**src/rtl/stoch_spike_encoder.sv**
```systemverilog
// stoch_spike_encoder: Bernoulli rate encoder. Each channel draws one random sample per timestep and spikes when sample < rate.
// Latency: spike_valid rises NUM_CH+1 cycles after the edge that samples step_start, when a sample arrives every cycle.
// Backpressure: none. The FSM stalls in WAIT_RND while rnd_valid is low. Optional macro SPIKE_REFRACTORY_EN suppresses repeat spikes.
module stoch_spike_encoder #(
    parameter int NUM_CH = 8,
    parameter int RND_W  = 13,
    localparam int CH_W  = $clog2(NUM_CH)
) (
    input  logic              i_clk,
    input  logic              i_rst_n,
    input  logic [RND_W-1:0]  i_rnd,
    input  logic              i_rnd_valid,
    input  logic              i_step_start,
    input  logic              i_rate_wr_en,
    input  logic [CH_W-1:0]   i_rate_wr_addr,
    input  logic [RND_W-1:0]  i_rate_wr_data,
    output logic              o_busy,
    output logic              o_spike_valid,
    output logic [NUM_CH-1:0] o_spike_vec,
    output logic [15:0]       o_step_count
);

    typedef enum logic [1:0] {
        S_IDLE     = 2'd0,
        S_WAIT_RND = 2'd1,
        S_EMIT     = 2'd2
    } state_t;

    localparam logic [CH_W-1:0] LAST_CH = CH_W'(NUM_CH - 1);

    state_t              r_state;
    logic [CH_W-1:0]     r_ch;
    logic [NUM_CH-1:0]   r_work;
    logic                r_spike_valid;
    logic [NUM_CH-1:0]   r_spike_vec;
    logic [15:0]         r_step_count;
    logic [RND_W-1:0]    r_rate [NUM_CH];
`ifdef SPIKE_REFRACTORY_EN
    // Bits that spiked in the most recently emitted step.
    logic [NUM_CH-1:0]   r_refr;
`endif

    logic                w_hit;

    // Per-channel firing decision. The table is read before any same-cycle write lands.
`ifdef SPIKE_REFRACTORY_EN
    assign w_hit = (i_rnd < r_rate[r_ch]) && !r_refr[r_ch];
`else
    assign w_hit = (i_rnd < r_rate[r_ch]);
`endif

    // Rate table: writable in any state, cleared by reset.
    always_ff @(posedge i_clk or negedge i_rst_n) begin
        if (!i_rst_n) begin
            for (int i = 0; i < NUM_CH; i++) begin
                r_rate[i] <= '0;
            end
        end else if (i_rate_wr_en) begin
            r_rate[i_rate_wr_addr] <= i_rate_wr_data;
        end
    end

    // Step sequencer: collect one sample per channel, then publish the vector for one cycle.
    always_ff @(posedge i_clk or negedge i_rst_n) begin
        if (!i_rst_n) begin
            r_state       <= S_IDLE;
            r_ch          <= '0;
            r_work        <= '0;
            r_spike_valid <= 1'b0;
            r_spike_vec   <= '0;
            r_step_count  <= '0;
`ifdef SPIKE_REFRACTORY_EN
            r_refr        <= '0;
`endif
        end else begin
            r_spike_valid <= 1'b0;
            case (r_state)
                S_IDLE: begin
                    if (i_step_start) begin
                        r_ch    <= '0;
                        r_work  <= '0;
                        r_state <= S_WAIT_RND;
                    end
                end
                S_WAIT_RND: begin
                    if (i_rnd_valid) begin
                        r_work[r_ch] <= w_hit;
                        r_ch         <= r_ch + 1'b1;
                        if (r_ch == LAST_CH) begin
                            r_state <= S_EMIT;
                        end
                    end
                end
                S_EMIT: begin
                    r_spike_valid <= 1'b1;
                    r_spike_vec   <= r_work;
                    r_step_count  <= r_step_count + 16'd1;
`ifdef SPIKE_REFRACTORY_EN
                    r_refr        <= r_work;
`endif
                    r_state       <= S_IDLE;
                end
                default: begin
                    r_state <= S_IDLE;
                end
            endcase
        end
    end

    assign o_busy        = (r_state != S_IDLE);
    assign o_spike_valid = r_spike_valid;
    assign o_spike_vec   = r_spike_vec;
    assign o_step_count  = r_step_count;

endmodule

```
**config.mk**
```make
export PLATFORM = sky130hd
export DESIGN_NAME = stoch_spike_encoder
export DESIGN_NICKNAME = d
export VERILOG_FILES = /design/src/rtl/stoch_spike_encoder.sv
export SDC_FILE = /design/constraint.sdc
export NUM_CORES = 1
export LEC_CHECK = 0
export ABC_CLOCK_PERIOD_IN_PS = 3900
export CAP_MARGIN = 20
export CORE_MARGIN = 4
export CORE_UTILIZATION = 35
export DETAILED_ROUTE_END_ITERATION = 10
export GPL_TIMING_DRIVEN = 0
export HOLD_SLACK_MARGIN = 0.15
export SLEW_MARGIN = 20
export SYNTH_ARGS = -nofsm -noshare
export SYNTH_HDL_FRONTEND = slang
export SYNTH_SLANG_ARGS = --single-unit
```
**constraint.sdc**
```tcl
create_clock -name i_clk -period 3.9 [get_ports i_clk]
set_input_delay 0.78 -clock i_clk [delete_from_list [all_inputs] [get_ports i_clk]]
set_output_delay 0.78 -clock i_clk [all_outputs]
set_load 0.1 [all_outputs]
```
==> flow_metrics.tcl <==
set metrics [dict create \
    start_util_pct 35.7 \
    grt_pass1_wl_mm 26.4 \
    skew_pair_late_insertion_delay_ps 430 \
    core_um2 18700 \
    fmax_mhz 277 \
    first_iter_violations 305 \
    tritoncts.num_buffers 17 \
    cts.repair_timing.setup_buffer_count 0 \
    totalWireLength_mm 16.4 \
    layout_commonest_cell "sky130_fd_sc_hd__dfrtp_1" \
    antennaDiodeCount 0 \
    period_needed_ps 3600 \
    finalMaxSlewViolations 0 \
    post_synth_xor_area_fraction_pct 1.97 \
    cts_tree "yes" \
    worstPathArrival_ps 3900 \
    dpl_cell_area_um2 7590 \
    finish.instance_area_um2 8230 \
    post-route-period-util_pct 92.4 \
    rsz0062_at_grt "no" \
    cts_hold_buf 0 \
    number_of_enable_type_register_cells_in_the_synthesized_netlist 0 \
    yosys.area_share.adder_pct 2.81 \
    largest_vdd_supply_drop_v 0.000334 \
    count_of_final_hold_check_violations 0 \
    p_per_area_nw_per_um2 676 \
    most_common_flop_cell_mapped_by_yosys "sky130_fd_sc_hd__dfrtp_1" \
    required_ps 4190 \
    crit_path_end_kind "flip-flop" \
    htree_num_levels 4 \
    synth-compound-area-share_pct 7.20 \
    leakage_uw 0.00353 \
    timing.setup.critical_path_class "flip-flop to flip-flop" \
    die_h_um 146 \
    cts_resized 0 \
    first_pass_iters 4 \
    layout_common_cells "142 x sky130_fd_sc_hd__dfrtp_1, 108 x sky130_fd_sc_hd__mux2_2, 58 x sky130_fd_sc_hd__clkdlybuf4s50_1" \
    drt-wirelength-per-cell_um 19.4 \
    max_slew.worst_pin.slew_ps 976 \
    grt_usage_pct 16.0 \
    placement_rows 50 \
    worstPathMaxFanout 10 \
    synth_cell_types 55 \
    ffs_latches_synth 142 \
    setup-violations-final 0 \
    run_status "finished clean" \
    ys_async_sr_fraction_pct 100 \
    dp_worst_setup_slack_ps 297 \
    mappedNetlistArea_um2 6680 \
    via_count 4511 \
    post_route_cells_drive_above_1_share_pct 29.3 \
    clockBufferDepth 2 \
    io_pins 60 \
    die-area_um2 21300 \
    cts.root.buffer_cell "sky130_fd_sc_hd__clkbuf_16" \
    post-route-util_pct 44.0 \
    ys_warn_count 0 \
    grt_max_degree 88 \
    timing.clock.skew_ps 12.5 \
    clk_sinks 142 \
    worst_slew_margin_rel_pct 34.8 \
    numPortBuffers 59 \
    setup_ws_ps 295 \
    antenna_found_initial 0 \
    critPathLaunchType "flip-flop" \
    synth.mux.area_fraction_pct 23.4 \
    drt-vias-per-instance 5.34 \
    number_of_global_route_vias_before_repair 4675 \
    chipWidth_um 146 \
    syn_nets 568 \
    worst_hold_path_type "primary input to asynchronous set/reset pin" \
    cell_count_after_synthesis 519 \
    global_route.overflow_total 0 \
    dominant_combinational_cell_family_by_area_after_synthesis "multiplexers" \
    max_cap_viol_count 0 \
    post_detailed_placement_half_perimeter_wirelength_mm 11.3 \
    synth.avg_cell_area_um2 12.9 \
    synth_simple_gate_area_share_pct 8.86 \
    synthToLayoutAreaGrowth_pct 23.2 \
    nNetsFinal 647 \
    synth-seq-area-share_pct 53.2 \
    gpl.final_weighted_congestion 0.789 \
    antenna_violating_nets_post_route 0 \
    cts.reportedPaths.clkPinSlew_ps 60 \
    post-route-drc-count 0 \
]
[synthesized netlist by cell type, types with 3 or more instances]
library cell / number / area share (%)
sky130_fd_sc_hd__o21ai_0: 10 / 0.75
sky130_fd_sc_hd__inv_1: 5 / 0.28
sky130_fd_sc_hd__dfrtp_1: 142 / 53
sky130_fd_sc_hd__a31oi_1: 5 / 0.47
sky130_fd_sc_hd__mux2_2: 108 / 18
sky130_fd_sc_hd__xnor2_1: 13 / 1.7
sky130_fd_sc_hd__a22o_1: 4 / 0.52
sky130_fd_sc_hd__nand2_1: 46 / 2.6
sky130_fd_sc_hd__a22oi_1: 4 / 0.45
sky130_fd_sc_hd__and4_1: 3 / 0.39
sky130_fd_sc_hd__mux2i_1: 12 / 1.8
sky130_fd_sc_hd__ha_1: 15 / 2.8
sky130_fd_sc_hd__nor2_1: 21 / 1.2
sky130_fd_sc_hd__nand3_1: 8 / 0.60
sky130_fd_sc_hd__a21oi_1: 17 / 1.3
sky130_fd_sc_hd__clkbuf_1: 7 / 0.39
sky130_fd_sc_hd__mux4_2: 8 / 2.7
sky130_fd_sc_hd__o21ai_1: 5 / 0.37
sky130_fd_sc_hd__buf_2: 13 / 0.97
sky130_fd_sc_hd__nor2b_1: 6 / 0.56
sky130_fd_sc_hd__buf_6: 4 / 0.67
sky130_fd_sc_hd__mux2_1: 4 / 0.67
sky130_fd_sc_hd__nand4b_1: 3 / 0.39
sky130_fd_sc_hd__nand2b_1: 4 / 0.37
sky130_fd_sc_hd__nand4_1: 6 / 0.56
sky130_fd_sc_hd__a221oi_1: 7 / 0.92
[through the flow]
stage,cells,TNS (ps),power (uW),hold slack (ps)
finish,845,0,5560,282
global route,845,0,5880,305
global placement,812,-486190,3800,453
floorplan,519,0,3290,432
detailed placement,813,0,3850,452
CTS,845,0,5610,279
[routing by layer]
| layer | part of all wire [%] | wire length, um | global-route usage (%) |
|---|---|---|---|
| met4 | 1.3 | 210 | 4.99 |
| met1 | 45 | 7380 | 21.3 |
| met5 | 0 | 0 | 0 |
| met2 | 48 | 7900 | 25.9 |
| met3 | 5.5 | 907 | 3.94 |
[power by group]
| part | switching [uW] | internal (uW) |
|---|---|---|
| Clock | 610 | 1120 |
| Combinational | 1050 | 821 |
| Sequential | 174 | 1780 |
| Total | 1840 | 3720 |
[final timing paths]
kind	from	to	slack, ps	depth (start not counted)
min reg2reg	r_work[2]$_DFFE_PN0P_	o_spike_vec[2]$_DFFE_PN0P_	470	2
min	i_rst_n	r_work[7]$_DFFE_PN0P_	280	1
min in group i_clk	r_work[2]$_DFFE_PN0P_	o_spike_vec[2]$_DFFE_PN0P_	470	2
max	r_ch[2]$_DFFE_PN0P_	r_work[0]$_DFFE_PN0P_	300	12
max in group asynchronous	i_rst_n	r_rate[4]$_DFFE_PN0P_	2860	2
max reg2reg	r_ch[2]$_DFFE_PN0P_	r_work[0]$_DFFE_PN0P_	300	12
[state kept, by name (all words and copies together) (netlist names)]
register       flops
o_spike_vec        8
r_state            2
r_rate           104
o_spike_valid      1
o_step_count      16
r_work             8
r_ch               3
[critical path, cell delays in order (launching register included)]
cell	delay (ps)
sky130_fd_sc_hd__dfrtp_1	370
sky130_fd_sc_hd__buf_6	150
sky130_fd_sc_hd__buf_2	310
sky130_fd_sc_hd__clkbuf_1	620
sky130_fd_sc_hd__a22oi_1	150
sky130_fd_sc_hd__o22ai_1	160
sky130_fd_sc_hd__a31oi_1	60
sky130_fd_sc_hd__ha_1	330
sky130_fd_sc_hd__a21oi_1	80
sky130_fd_sc_hd__o21ai_0	440
sky130_fd_sc_hd__o21ai_0	300
sky130_fd_sc_hd__o21ai_2	360
sky130_fd_sc_hd__o22ai_1	140
[area by class of cell]
cell class / count / area [um2]
multi-input cells: 346 / 2950
clock inverters: 10 / 159
plain buffers: 26 / 151
flip-flops and latches: 142 / 3550
inverters: 5 / 18.8
well taps: 234 / 293
repair buffers: 60 / 623
clock buffers: 22 / 474
fillers: 1713 / 10500
[logic make-up (layout without fill, tap and decap cells)]
family / after synthesis / in the layout
xor gates and xnor gates: 15 / 15
buffers and inverters: 31 / 123
adders and majority gates: 15 / 15
AOI/OAI and AO/OA: 70 / 70
and+or+nand+nor: 114 / 114
DFF: 142 / 142
muxes: 132 / 132
No activity file was read; power rests on OpenSTA's default activity.
